<file path="src/rtl/dii_package.sv">
// Shared debug-interconnect flit definitions, destination width and the
// arbiter state type used by the ring router.
package dii_package;

  localparam int DII_DATA_WIDTH = 16;
  localparam int DII_DEST_WIDTH = 10;

  typedef struct packed {
    logic                      valid;
    logic                      last;
    logic [DII_DATA_WIDTH-1:0] data;
  } dii_flit;

  typedef enum logic {
    ARB_IDLE,
    ARB_LOCKED
  } arb_state_e;

  // True when a destination ID belongs to one of the local ports.
  function automatic logic destIsLocal(input logic [DII_DEST_WIDTH-1:0] dest,
                                       input int baseId, input int ports);
    int d;
    d = int'(dest);
    return (d >= baseId) && (d < baseId + ports);
  endfunction

endpackage

</file>
<file path="src/rtl/dii_buffer.sv">
// Small flit FIFO; head is presented combinationally, ready drops when full.
module dii_buffer
  import dii_package::*;
#(
  parameter int DEPTH = 4
) (
  input  logic    clk,
  input  logic    rst,
  input  dii_flit i_flit,
  output logic    o_inReady,
  output dii_flit o_flit,
  input  logic    i_outReady
);

  localparam int AW = $clog2(DEPTH);

  logic [DII_DATA_WIDTH:0] r_mem [DEPTH];
  logic [AW-1:0]           r_wrPtr;
  logic [AW-1:0]           r_rdPtr;
  logic [AW:0]             r_count;
  logic                    w_push;
  logic                    w_pop;

  assign o_inReady    = (r_count != (AW+1)'(DEPTH));
  assign w_push       = i_flit.valid & o_inReady;
  assign o_flit.valid = (r_count != '0);
  assign o_flit.last  = r_mem[r_rdPtr][DII_DATA_WIDTH];
  assign o_flit.data  = r_mem[r_rdPtr][DII_DATA_WIDTH-1:0];
  assign w_pop        = o_flit.valid & i_outReady;

  // Pointer and occupancy bookkeeping; reset empties the buffer.
  always_ff @(posedge clk or posedge rst) begin
    if (rst) begin
      r_wrPtr <= '0;
      r_rdPtr <= '0;
      r_count <= '0;
    end else begin
      if (w_push) r_wrPtr <= r_wrPtr + 1'b1;
      if (w_pop)  r_rdPtr <= r_rdPtr + 1'b1;
      if (w_push && !w_pop)      r_count <= r_count + 1'b1;
      else if (w_pop && !w_push) r_count <= r_count - 1'b1;
    end
  end

  // Flit storage needs no reset; occupancy decides what is visible.
  always_ff @(posedge clk) begin
    if (w_push) r_mem[r_wrPtr] <= {i_flit.last, i_flit.data};
  end

endmodule

</file>
<file path="src/rtl/osd_rr_pkt_arbiter.sv">
// Packet-atomic round-robin arbiter: a winner keeps the output until its
// last flit transfers; the search pointer moves only when a packet completes.
module osd_rr_pkt_arbiter
  import dii_package::*;
#(
  parameter int N = 2
) (
  input  logic         clk,
  input  logic         rst,
  input  logic [N-1:0] i_req,
  input  logic [N-1:0] i_last,
  input  logic         i_ready,
  output logic [N-1:0] o_grant
);

  localparam int IW = (N > 1) ? $clog2(N) : 1;

  arb_state_e r_state, w_stateNext;
  logic [IW-1:0] r_ptr, r_owner, w_ptrNext, w_ownerNext, w_pick, w_sel;
  logic          w_pickValid;
  logic          w_xfer;
  logic          w_xferLast;

  // State, owner and pointer registers.
  always_ff @(posedge clk or posedge rst) begin
    if (rst) begin
      r_state <= ARB_IDLE;
      r_ptr   <= '0;
      r_owner <= '0;
    end else begin
      r_state <= w_stateNext;
      r_ptr   <= w_ptrNext;
      r_owner <= w_ownerNext;
    end
  end

  // Grant: locked owner, or the first requester at or after the pointer.
  always_comb begin
    w_pick      = '0;
    w_pickValid = 1'b0;
    for (int k = N - 1; k >= 0; k--) begin
      int j;
      j = int'(r_ptr) + k;
      if (j >= N) j = j - N;
      if (i_req[j]) begin
        w_pick      = IW'(j);
        w_pickValid = 1'b1;
      end
    end
    w_sel   = (r_state == ARB_LOCKED) ? r_owner : w_pick;
    o_grant = '0;
    if (r_state == ARB_LOCKED || w_pickValid) o_grant[w_sel] = 1'b1;
  end

  assign w_xfer     = (|(o_grant & i_req)) & i_ready;
  assign w_xferLast = w_xfer & i_last[w_sel];

  // Lock on a non-final flit, release and advance past the winner on the last.
  always_comb begin
    w_stateNext = r_state;
    w_ownerNext = r_owner;
    w_ptrNext   = r_ptr;
    if (w_xferLast) begin
      w_stateNext = ARB_IDLE;
      w_ptrNext   = (w_sel == IW'(N - 1)) ? '0 : w_sel + 1'b1;
    end else if (w_xfer) begin
      w_stateNext = ARB_LOCKED;
      w_ownerNext = w_sel;
    end
  end

endmodule

</file>
<file path="src/rtl/osd_ring_router.sv">
// Ring router: buffers each ring input, delivers packets addressed to local
// ports, forwards the rest, and injects local packets onto ring 0.
module osd_ring_router
  import dii_package::*;
#(
  parameter int PORTS     = 4,
  parameter int RINGS     = 2,
  parameter int BASE_ID   = 0,
  parameter int BUF_DEPTH = 4
) (
  input  logic                   clk,
  input  logic                   rst,
  input  dii_flit [RINGS-1:0]    ring_in,
  output logic    [RINGS-1:0]    ring_in_ready,
  output dii_flit [RINGS-1:0]    ring_out,
  input  logic    [RINGS-1:0]    ring_out_ready,
  input  dii_flit [PORTS-1:0]    dii_in,
  output logic    [PORTS-1:0]    dii_in_ready,
  output dii_flit [PORTS-1:0]    dii_out,
  input  logic    [PORTS-1:0]    dii_out_ready
);

  localparam int PW = (PORTS > 1) ? $clog2(PORTS) : 1;

  if (BASE_ID < 0 || BASE_ID + PORTS > 1024) begin : g_badBaseId
    $error("osd_ring_router: local IDs must lie within 0..1023");
  end
  if (BUF_DEPTH < 2 || (BUF_DEPTH & (BUF_DEPTH - 1)) != 0) begin : g_badDepth
    $error("osd_ring_router: BUF_DEPTH must be a power of two >= 2");
  end

  logic                 r_active;
  dii_flit [RINGS-1:0]  w_head;
  logic    [RINGS-1:0]  w_fifoReady, w_headPop, w_local, w_fwdReq, w_fwdGrant;
  logic    [RINGS-1:0]  r_inPkt, r_routeLocal;
  logic    [PW-1:0]     r_routePort [RINGS];
  logic    [PW-1:0]     w_port      [RINGS];
  logic    [PORTS-1:0]  w_locReq    [RINGS];
  logic    [RINGS-1:0]  w_locGrant  [PORTS];

  // Holds inputs off for the first cycle after reset releases.
  always_ff @(posedge clk or posedge rst) begin
    if (rst) r_active <= 1'b0;
    else     r_active <= 1'b1;
  end

  for (genvar r = 0; r < RINGS; r++) begin : g_ringIn
    dii_flit w_inMasked;
    assign w_inMasked = {ring_in[r].valid & r_active, ring_in[r].last, ring_in[r].data};
    assign ring_in_ready[r] = w_fifoReady[r] & r_active;
    dii_buffer #(.DEPTH(BUF_DEPTH)) u_fifo (
      .clk        (clk),
      .rst        (rst),
      .i_flit     (w_inMasked),
      .o_inReady  (w_fifoReady[r]),
      .o_flit     (w_head[r]),
      .i_outReady (w_headPop[r])
    );
  end

  // Route of each head flit: decoded on the first flit, held mid-packet.
  always_comb begin
    for (int r = 0; r < RINGS; r++) begin
      w_local[r] = r_inPkt[r] ? r_routeLocal[r]
                              : destIsLocal(w_head[r].data[DII_DEST_WIDTH-1:0], BASE_ID, PORTS);
      w_port[r]  = r_inPkt[r] ? r_routePort[r]
                              : PW'(w_head[r].data[DII_DEST_WIDTH-1:0] - DII_DEST_WIDTH'(BASE_ID));
      w_fwdReq[r] = w_head[r].valid & ~w_local[r];
      for (int p = 0; p < PORTS; p++)
        w_locReq[r][p] = w_head[r].valid & w_local[r] & (w_port[r] == PW'(p));
    end
  end

  // Latch the route when a packet's first flit leaves, clear it on the last.
  always_ff @(posedge clk or posedge rst) begin
    if (rst) begin
      r_inPkt      <= '0;
      r_routeLocal <= '0;
      for (int r = 0; r < RINGS; r++) r_routePort[r] <= '0;
    end else begin
      for (int r = 0; r < RINGS; r++) begin
        if (w_headPop[r]) begin
          r_inPkt[r]      <= ~w_head[r].last;
          r_routeLocal[r] <= w_local[r];
          r_routePort[r]  <= w_port[r];
        end
      end
    end
  end

  // A head flit leaves when its chosen output grants it and is ready.
  always_comb begin
    for (int r = 0; r < RINGS; r++) begin
      w_headPop[r] = w_fwdReq[r] & w_fwdGrant[r] & ring_out_ready[r];
      for (int p = 0; p < PORTS; p++)
        if (w_locReq[r][p] & w_locGrant[p][r] & dii_out_ready[p]) w_headPop[r] = 1'b1;
    end
  end

  for (genvar r = 0; r < RINGS; r++) begin : g_ringOut
    if (r == 0) begin : g_inject
      logic [PORTS:0] w_req, w_last, w_grant;
      dii_flit        w_out;
      // Requester 0 is ring forward traffic, requesters 1.. are local ports.
      always_comb begin
        w_req[0]  = w_fwdReq[0];
        w_last[0] = w_head[0].last;
        for (int p = 0; p < PORTS; p++) begin
          w_req[p+1]  = dii_in[p].valid & r_active;
          w_last[p+1] = dii_in[p].last;
        end
        w_out = '0;
        if (w_grant[0]) w_out = w_head[0];
        for (int p = 0; p < PORTS; p++)
          if (w_grant[p+1]) w_out = dii_in[p];
        w_out.valid = |(w_grant & w_req);
      end
      osd_rr_pkt_arbiter #(.N(PORTS + 1)) u_arb (
        .clk(clk), .rst(rst), .i_req(w_req), .i_last(w_last),
        .i_ready(ring_out_ready[0]), .o_grant(w_grant)
      );
      assign ring_out[0]   = w_out;
      assign w_fwdGrant[0] = w_grant[0];
      assign dii_in_ready  = w_grant[PORTS:1] & {PORTS{ring_out_ready[0] & r_active}};
    end else begin : g_forward
      logic [0:0] w_grant;
      osd_rr_pkt_arbiter #(.N(1)) u_arb (
        .clk(clk), .rst(rst), .i_req(w_fwdReq[r]), .i_last(w_head[r].last),
        .i_ready(ring_out_ready[r]), .o_grant(w_grant)
      );
      assign ring_out[r]   = {w_fwdReq[r] & w_grant[0], w_head[r].last, w_head[r].data};
      assign w_fwdGrant[r] = w_grant[0];
    end
  end

  for (genvar p = 0; p < PORTS; p++) begin : g_diiOut
    logic [RINGS-1:0] w_req, w_last, w_grant;
    dii_flit          w_out;
    // Local delivery competes among the rings addressing this port.
    always_comb begin
      w_out = '0;
      for (int r = 0; r < RINGS; r++) begin
        w_req[r]  = w_locReq[r][p];
        w_last[r] = w_head[r].last;
        if (w_grant[r]) w_out = w_head[r];
      end
      w_out.valid = |(w_grant & w_req);
    end
    osd_rr_pkt_arbiter #(.N(RINGS)) u_arb (
      .clk(clk), .rst(rst), .i_req(w_req), .i_last(w_last),
      .i_ready(dii_out_ready[p]), .o_grant(w_grant)
    );
    assign dii_out[p]    = w_out;
    assign w_locGrant[p] = w_grant;
  end

endmodule

</file>
<file path="config.mk">
export PLATFORM = sky130hd
export DESIGN_NAME = osd_ring_router
export DESIGN_NICKNAME = d
export VERILOG_FILES = /design/src/rtl/dii_package.sv /design/src/rtl/dii_buffer.sv /design/src/rtl/osd_rr_pkt_arbiter.sv /design/src/rtl/osd_ring_router.sv
export SDC_FILE = /design/constraint.sdc
export NUM_CORES = 1
export LEC_CHECK = 0
export ABC_AREA = 1
export CORE_MARGIN = 2
export CORE_UTILIZATION = 58
export DETAILED_ROUTE_END_ITERATION = 10
export DONT_BUFFER_PORTS = 1
export GPL_TIMING_DRIVEN = 0
export PLACE_DENSITY = 0.76
export SLEW_MARGIN = 40
export SYNTH_ARGS = -nofsm -noshare
export SYNTH_HDL_FRONTEND = slang
export SYNTH_SLANG_ARGS = --single-unit
</file>
<file path="constraint.sdc">
create_clock -name clk -period 4.2 [get_ports clk]
set_input_delay 0.42 -clock clk [delete_from_list [all_inputs] [get_ports clk]]
set_output_delay 0.42 -clock clk [all_outputs]
set_load 0.05 [all_outputs]
</file>
Word-level counts from Yosys, hierarchy flattened
Memories as Yosys holds them, arrays and structs flattened.
Index checks and enable logic that the tools add are counted.
{"block": "classes", "n_reduce_logical": 43, "bitwise_logic": 72, "eq_ne": 9, "muxes": 168, "n_lt_le_gt_ge": 42, "addsub": 36}
{"operator": "two-way mux 32 bit", "count": 14}
{"operator": "less-than comparator 32 x 3 -> 1 bit (second input constant)", "count": 8}
{"operator": "two-way mux 17 bit", "count": 13}
{"operator": "less-than comparator 32 x 5 -> 1 bit (second input constant)", "count": 5}
{"operator": "greater-or-equal comparator 32 x 3 -> 1 bit (second input constant)", "count": 4}
{"operator": "greater-or-equal comparator 32 x 4 -> 1 bit (second input constant)", "count": 4}
{"operator": "subtractor 32 x 3 -> 32 bit (second input constant)", "count": 4}
{"operator": "subtractor 32 x 4 -> 32 bit (second input constant)", "count": 4}
{"operator": "two-way mux 1 bit", "count": 112}
{"operator": "bitwise AND 1 bit", "count": 56}
{"operator": "two-way mux 3 bit", "count": 11}
{"operator": "less-than comparator 32 x 2 -> 1 bit (second input constant)", "count": 1}
{"operator": "less-than comparator 10 x 3 -> 1 bit (second input constant)", "count": 2}
{"operator": "binary-select mux 1 bit (select 3 bit)", "count": 6}
{"operator": "nonzero test 2 bit", "count": 8}
{"operator": "two-way mux 2 bit", "count": 6}
{"operator": "AND reduction 2 bit", "count": 6}
{"operator": "subtractor 1 x 2 -> 3 bit (second input constant)", "count": 4}
{"operator": "logical AND 1 bit", "count": 10}
{"operator": "inverter 1 bit", "count": 10}
{"operator": "adder 3 x 1 -> 3 bit (second input constant)", "count": 3}
{"operator": "adder 1 x 1 -> 2 bit (second input constant)", "count": 4}
{"operator": "adder 2 x 1 -> 2 bit (second input constant)", "count": 4}
{"operator": "adder 3 x 2 -> 4 bit (second input constant)", "count": 2}
{"operator": "other kinds (29)", "count": 69}
{"block": "word_totals", "regBits": 45, "in_bits": 116, "wordCells": 403, "n_memories": 2, "ramBits": 136}
{"name": "g_ringIn[0].u_fifo.r_mem", "depth": 4, "word_bits": 17, "read_ports": 1, "rd_clocked_by_memory_dff": 0, "write_ports": 1, "line": "dii_buffer.sv:17", "source": "logic [DII_DATA_WIDTH:0] r_mem [DEPTH];"}
{"name": "g_ringIn[1].u_fifo.r_mem", "depth": 4, "word_bits": 17, "read_ports": 1, "rd_clocked_by_memory_dff": 0, "write_ports": 1, "line": "dii_buffer.sv:17"}

Depth between registers and ports, before layout
Gate-level depths: netlist of the first run.
An unclocked memory read counts as a cell.
{"block": "depth", "ltp_word": 29, "depth_mapped": 33}

By module
From an unflattened synthesis of the first run, not the netlist that was laid out.
{"block": "unflattened", "cells_unflattened": 1315, "area_unflattened_um2": 11172.0}
{"mod": "dii_buffer", "seq_area_each_um2": 2217.1, "instances": 2, "area_per_inst_um2": 3194.3, "cells_per_inst": 258}
{"mod": "osd_ring_router", "seq_area_each_um2": 225.2, "instances": 1, "area_per_inst_um2": 2149.6, "cells_per_inst": 371}
{"mod": "osd_rr_pkt_arbiter (g_ringOut[0].g_inject.u_arb)", "seq_area_each_um2": 175.2, "instances": 1, "area_per_inst_um2": 1705.4, "cells_per_inst": 287}
{"mod": "osd_rr_pkt_arbiter (g_diiOut[0].u_arb ...)", "seq_area_each_um2": 75.1, "instances": 4, "area_per_inst_um2": 206.4, "cells_per_inst": 32}
{"mod": "osd_rr_pkt_arbiter (g_ringOut[1].g_forward.u_arb)", "seq_area_each_um2": 50.0, "instances": 1, "area_per_inst_um2": 102.6, "cells_per_inst": 13}

Least setup slack after synthesis of the first run
OpenSTA, ideal clock, no wires.
{"block": "synth_timing", "path_type": "reg-to-reg", "from": "register g_ringIn[1].u_fifo.r_rdPtr[0]", "to": "register g_ringIn[1].u_fifo.r_count[1]", "period_less_slack_ns": 4.559, "arrival_ns": 4.435, "required_ns": 4.075, "path_slack_ns": -0.359, "n_path_buf": 2, "path_stages_with_launch": 21, "cell_sequence": "dfrtp_1 buf_4 inv_2 buf_2 nand2_1 nand3_1 nand2_1 inv_1 nor3_1 nand2_1 o21ai_2 a221oi_1 nand2_1 nand2_1 nor2_1 nand3_1 inv_2 ha_1 inv_1 fa_1 mux2_2"}
{"item": "start, declared", "line": "dii_buffer.sv:19", "source": "logic [AW-1:0] r_rdPtr;"}
{"item": "start signal, assigned", "line": "dii_buffer.sv:39", "source": "if (w_pop) r_rdPtr <= r_rdPtr + 1'b1;"}
{"item": "end signal, assigned", "line": "dii_buffer.sv:40", "source": "if (w_push && !w_pop) r_count <= r_count + 1'b1;"}
{"item": "end signal, assigned", "line": "dii_buffer.sv:41", "source": "else if (w_pop && !w_push) r_count <= r_count - 1'b1;"}
{"item": "end, declared", "line": "dii_buffer.sv:20", "source": "logic [AW:0] r_count;"}

==> summary.txt, run 1 <==
Critical path
  – Worst path required time: 3.78 ns
  – Crit. End Element: output pin
  – Worst reg2reg path startpoint: g_ringOut[0].g_inject.u_arb.r_ptr[0]
  – CP arrival: ~3.9 ns
  – FF-to-FF setup slack: -0.08 ns
  – CP Launch Type: flip-flop
  – Worst Setup SP: g_ringOut[0].g_inject.u_arb.r_ptr[0]
  – Crit-path max FO: 6
  – Crit path kind: flip-flop to output pin

Detailed routing
  – DR WL/cell: around 24 µm
  – 1st-iter DRT viols: approximately 1,100
  – Routed vias: around 9,500
  – Final WL: ~35 mm
  – First-pass DRT Iterations: 6
  – DR vias/cell: 6.57
  – Remaining DRCs: 0
  – Post-DRT Antenna Nets: 0

Synth
  – Post-Synthesis Cells: 1,121
  – Top post-synthesis cells by area: edfxtp_1, nand2_1, dfrtp_1
  – Top-area cell type share of the netlist area: just over 40%
  – Synth Cell Area: 9980 µm²
  – Avg Inst Size Synth: between 8 and 9 µm²
  – Main synth FF type: edfxtp_1
  – Number of synthesized register bits: 180
  – Synth cell types: 48
  – Number of flops mapped to enable cells by yosys: 136
  – Seq/Total Area, Yosys: between 50 and 60%
  – Post-Synthesis Net Count: roughly 1,300
  – Commonest cells in the netlist: nand2_1, edfxtp_1, inv_1, nand3_1, o22ai_1
  – Cell taking the most area after synthesis: edfxtp_1
  – Ys Warns: 0
  – Most frequent cell after synthesis: nand2_1
  – Ys async rst share: roughly 24%

CTS
  – Max Root-Sink Buffers: 2
  – Clock sinks: 180
  – Worst-Skew Late Latency: 0.44 ns
  – CTS buffer count: 17
  – CTS tree: yes
  – # H-tree levels: 4
  – Root Buffer: clkbuf_16
  – Worst-path clk slew: ~0.080 ns

Placed design
  – Routability cong.: approximately 0.9
  – Number of I/O port buffers: 0
  – Post-Place Cells: 1,349
  – HPWL after DPL: 21.1 mm

Floorplanning
  – Top-Level Pins: 230
  – Core Rows: 47
  – Core Region: roughly 17,000 µm²
  – DIE AREA: roughly 18,000 µm²
  – Die width: 135 µm
  – Die height: between 100 and 150 µm
  – Initial Util: between 50% and 60%

Status
  – Failing checks: setup timing
  – Run status: finished, violations left

STA
  – Final hold vios: 0
  – Setup violators final: 19
  – Min cycle time layout: 4.34 ns
  – Final max-slew violation count: 0
  – Fmax achieved: around 0.23 GHz
  – RSZ-0062 raised after global routing: yes
  – Actual slew at the worst max-slew pin: between 0.8 and 0.9 ns
  – Slew headroom: between 40% and 50%
  – Period utilization: 103%
  – Final setup margin: -0.143 ns
  – Final Skew: roughly 0.011 ns

Finish
  – Area Overhead vs Synth: 34.7%
  – Final net count: 1,356
  – Layout cells sized above 1: about a third
  – Fin cells: about 1,400

GRT
  – Pin count of the biggest net entering global routing: 29
  – Vias in the first global route: roughly 8,900
  – GRT overflow: 0
  – First-pass GRT wire length: around 49 mm
  – GRT Total Usage: a little over a third
  – Initial antenna violation count: 2

Flow run
  – Max cap viols: 0

Worst hold path
  – Min-delay src: ring_in[13]
  – Hold crit path type: primary input to flip-flop
per-layer routing:
layer	up-vias	share of wire, %	global-route usage, %
met4	0	6.5	19.7
met2	734	48	59.4
met1	4538	35	42.9
met5	-	0	0
met3	189	11	10.9
li1	4060	-	-
flip-flops by register name, indices dropped and copies added, names as in the netlist, 4 cells and up:
register                 cells
g_ringIn.u_fifo.r_wrPtr      4
g_ringIn.u_fifo.r_rdPtr      4
r_routePort                  4
g_diiOut.u_arb.r_state       4
g_diiOut.u_arb.r_ptr         4
g_ringIn.u_fifo.r_count      6
g_diiOut.u_arb.r_owner       4
g_ringIn.u_fifo.r_mem      136
path summary, 6_finish.rpt:
kind	end	cells past startpoint
hold reg to reg	r_routeLocal[0]	2
hold / removal	g_ringIn[0].u_fifo.r_mem[0][13]	0
setup / recovery	ring_out[2]	27
min in group asynchronous	r_inPkt[1]	2
max in group asynchronous	g_ringOut[0].g_inject.u_arb.r_ptr[1]	3
setup reg to reg	g_ringIn[0].u_fifo.r_count[1]	30
cells by family (layout without fill, tap and decap cells):
group / after synthesis / count (layout) / share of synthesized area [%]
adder cells (fa/ha/maj): 26 / 26 / 3.49
other: 1 / 3 / 0.0376
AO/OA/AOI/OAI: 229 / 229 / 13.9
buffers and inverters: 167 / 273 / 6.95
XOR/XNOR: 18 / 18 / 1.58
multiplexers: 2 / 2 / 0.226
flip-flops: 180 / 180 / 52.0
AND/OR/NAND/NOR: 498 / 498 / 21.9
stage by stage:
step / hold slack, ns / setup TNS [ns] / worst slack (ns) / utilization, % / area (µm²)
finish: 0.0663 / -1.86 / -0.143 / 80.5 / 13400
global route: 0.0495 / -5.11 / -0.281 / 80.5 / 13400
CTS: 0.0562 / 0 / 0.0000147 / 76.7 / 12800
detailed placement: 0.245 / -25.06 / -0.740 / 65.6 / 11000
global placement: 0.455 / -21.80 / -0.692 / 61.5 / 10300
floorplan: 0.442 / 0 / 0.0151 / - / 9990
critical path: stages, from the launching register on:
cell	delay, ns
dfrtp_1	0.40
buf_6	0.14
clkinv_8	0.05
ha_4	0.13
inv_2	0.04
fa_2	0.44
nor2_4	0.14
nor2_4	0.07
xor2_4	0.20
nand2_1	0.09
o211ai_1	0.11
nand2_1	0.07
inv_1	0.07
nand2_2	0.07
nand3_1	0.09
nand2_1	0.07
nand2_1	0.07
nand2_1	0.06
nand2_1	0.07
nand2_2	0.07
nand2_4	0.12
nand2_4	0.08
nor2_4	0.18
inv_4	0.09
buf_4	0.17
o21ai_2	0.16
a21oi_2	0.07
nand3_4	0.17
timing repair:
action / CTS / global route
setup endpoints to repair: 96 / 93
pin swaps: 29 / 50
gates resized for setup: 201 / 94
buffers inserted: 35 / 29
hold buffers: 1 / 0
endpoints found under the hold margin: 16 / 0
cloned: 1 / 0
layout make-up:
| cell class | instances | area (µm²) |
|---|---|---|
| flip-flops and latches | 180 | 5190 |
| plain buffers | 40 | 362 |
| fillers | 901 | 3260 |
| clock buffers | 17 | 425 |
| repair buffers | 74 | 629 |
| inverters | 127 | 543 |
| multi-input cells | 774 | 5850 |
| diodes | 2 | 5.00 |
| well taps | 220 | 275 |
| clock inverters | 15 | 165 |
cell usage in the layout, fill, tap and decap left out, types with 24 or more instances in the layout:
master,n
nand3_1,65
o21ai_2,25
a21oi_2,24
o21ai_0,39
o22ai_2,24
o22ai_4,40
a21oi_1,24
inv_1,98
dfrtp_1,42
nor2_1,33
nand2_1,283
buf_4,71
edfxtp_1,136
Power of run 1 is left out: the tool's default activity adds up to more than one toggle a clock period on the data nets, which glitch-free logic cannot reach.
==> inputs of run 2 (changes only) <==
--- a/config.mk
+++ b/config.mk
@@ -7,11 +7,11 @@
 export LEC_CHECK = 0
 export ABC_AREA = 1
 export CORE_MARGIN = 2
-export CORE_UTILIZATION = 58
+export CORE_UTILIZATION = 60
 export DETAILED_ROUTE_END_ITERATION = 10
 export DONT_BUFFER_PORTS = 1
 export GPL_TIMING_DRIVEN = 0
-export PLACE_DENSITY = 0.76
+export PLACE_DENSITY = 0.87
 export SLEW_MARGIN = 40
 export SYNTH_ARGS = -nofsm -noshare
 export SYNTH_HDL_FRONTEND = slang
==> constraint.sdc (replaced) <==
create_clock -name clk -period 5.26 [get_ports clk]
set_input_delay 0.526 -clock clk [delete_from_list [all_inputs] [get_ports clk]]
set_output_delay 0.526 -clock clk [all_outputs]
set_load 0.05 [all_outputs]
==> summary.txt, run 2 (synthesis gave the netlist of run 1 again) <==
Status
  – Run status: complete, no violations

STA
  – Min cycle time layout: roughly 5.1 ns
  – Actual slew at the worst max-slew pin: 0.937 ns
  – Fmax achieved: approximately 0.2 GHz
  – Final Skew: a little under 0.009 ns
  – Setup violators final: 0
  – Slew headroom: a little under two fifths
  – Worst hold margin: roughly 0.17 ns
  – Final max-slew violation count: 0
  – Final hold vios: 0
  – Period utilization: 97.3%

Floorplanning
  – Core Rows: 47
  – Die width: roughly 130 µm
  – Die height: 133 µm
  – Core Region: between 15,000 and 20,000 µm²
  – Top-Level Pins: 230
  – DIE AREA: between 15,000 and 20,000 µm²
  – Initial Util: 60.8%

Critical path
  – Crit-path max FO: 10
  – CP Launch Type: flip-flop
  – Worst Setup SP: g_ringIn[1].u_fifo.r_rdPtr[1]
  – Worst reg2reg path startpoint: g_ringIn[1].u_fifo.r_rdPtr[1]
  – Crit. End Element: output pin
  – Crit path kind: flip-flop to output pin
  – Worst path required time: between 4 and 5 ns
  – CP arrival: between 4 and 5 ns

CTS
  – CTS tree: yes
  – Root Buffer: clkbuf_16
  – Clock sinks: 180
  – CTS buffer count: 17
  – Max Root-Sink Buffers: 2
  – Worst-Skew Late Latency: between 0.4 and 0.5 ns
  – # H-tree levels: 4
  – Worst-path clk slew: ~0.070 ns

GRT
  – Initial antenna violation count: 0
  – Vias in the first global route: between 8,000 and 9,000
  – First-pass GRT wire length: about 44 mm
  – GRT overflow: 0
  – Pin count of the biggest net entering global routing: 36
  – GRT Total Usage: roughly 33%

Detailed routing
  – Routed vias: 8,755
  – DR WL/cell: roughly 22 µm
  – Final WL: between 30 and 40 mm
  – Remaining DRCs: 0
  – 1st-iter DRT viols: about 1,100
  – Post-DRT Antenna Nets: 0
  – DR vias/cell: approximately 6.3
  – First-pass DRT Iterations: 7

Placed design
  – HPWL after DPL: 21.7 mm
  – Number of I/O port buffers: 0
  – Routability cong.: around 0.91

Worst hold path
  – Hold crit path type: primary input to flip-flop
  – Min-delay src: ring_in[22]

Finish
  – Area Overhead vs Synth: 18.6%
  – Post-layout util: ~70%
  – Final net count: 1,294
  – Layout cells sized above 1: between 20 and 25%
  – Largest register by flop count: g_ringIn.u_fifo.r_mem
  – Most common cell after layout, fill and taps aside: nand2_1
  – Inserted Diodes: 0
  – Commonest non-fill, non-tap cells in the layout: nand2_1, edfxtp_1, inv_1, nand3_1, o22ai_2
  – Largest register FFs: about 140
  – Top Registers: g_ringIn.u_fifo.r_mem: 136 flops, g_ringIn.u_fifo.r_count: 6 flops

Flow run
  – Max cap viols: 0
[run 2: cell types whose count changed in the layout (fill, tap and decap cells not counted), moves of 11 or more]
cell     previous run  this run
a21oi_2            24         8
nand3_1            65        79
a21oi_1            24        41
nand2_4            19         2
o21ai_0            39        51
nand2_1           283       295
o22ai_2            24        63
buf_4              71        10
o21ai_2            25        14
o22ai_4            40         1
[run 2: critical path, stage by stage, from the launching register on]
cell and delay (ns):
dfrtp_1 0.32, buf_2 0.24, clkbuf_4 0.29, nand3_1 0.11, nand2_2 0.20, clkinvlp_4 0.34, nor3_2 0.28, nand2_1 0.13
o21ai_2 0.12, nand2_2 0.17, nor3_2 0.32, nand3_1 0.14, o21ai_2 0.16, inv_2 0.21, clkbuf_1 0.43, o22ai_2 0.66
[run 2: repair_timing]
| item | in CTS | in global routing |
|---|---|---|
| hold buffers | 1 | 0 |
| hold endpoints to repair | 9 | 0 |
| buffers inserted | 0 | 7 |
| gates resized for setup | 14 | 37 |
| pin swaps | 0 | 3 |
| setup endpoints to repair | 14 | 61 |
[run 2: final cells by class]
| cell class | instances | area, µm² |
|---|---|---|
| Sequential cell | 180 | 5180 |
| Multi-Input combinational cell | 774 | 4920 |
| Fill cell | 1098 | 4570 |
| Inverter | 127 | 504 |
| Clock buffer | 17 | 425 |
| Tap cell | 220 | 275 |
| Buffer | 40 | 233 |
| Clock inverter | 15 | 169 |
| Timing Repair Buffer | 12 | 123 |
[run 2: final timing paths]
check                      slack [ns]                              to  cells past startpoint
min in group asynchronous        0.45       g_diiOut[2].u_arb.r_state                      2
hold reg to reg                  0.48                 r_routeLocal[0]                      2
setup reg to reg                 0.23   g_ringIn[0].u_fifo.r_count[2]                     24
hold / removal                   0.17  g_ringIn[1].u_fifo.r_mem[2][4]                      0
setup / recovery                 0.14                     dii_out[61]                     15
max in group asynchronous        4.37   g_ringIn[1].u_fifo.r_rdPtr[1]                      3
[run 2: per-layer routing]
metal  vias up  GRT usage [%]  share of wire (%)
met5         -              0                  0
met4         0           18.6                5.4
met3       108           8.12                 10
met2       556           51.8                 47
met1      4178           42.9                 37
li1       3913              -                  -
[run 2: stage by stage]
step	TNS [ns]	setup WS, ns	area [µm²]	instances
3_3_place_gp	-0.0455	-0.0455	10300	1341
6_report	0	0.143	11800	1385
3_5_place_dp	0	0.269	10900	1345
2_1_floorplan	0	0.701	9980	1121
4_1_cts	0	0.0296	11600	1378
5_1_grt	-0.469	-0.0608	11800	1385
Power of run 2 is left out for the same reason.
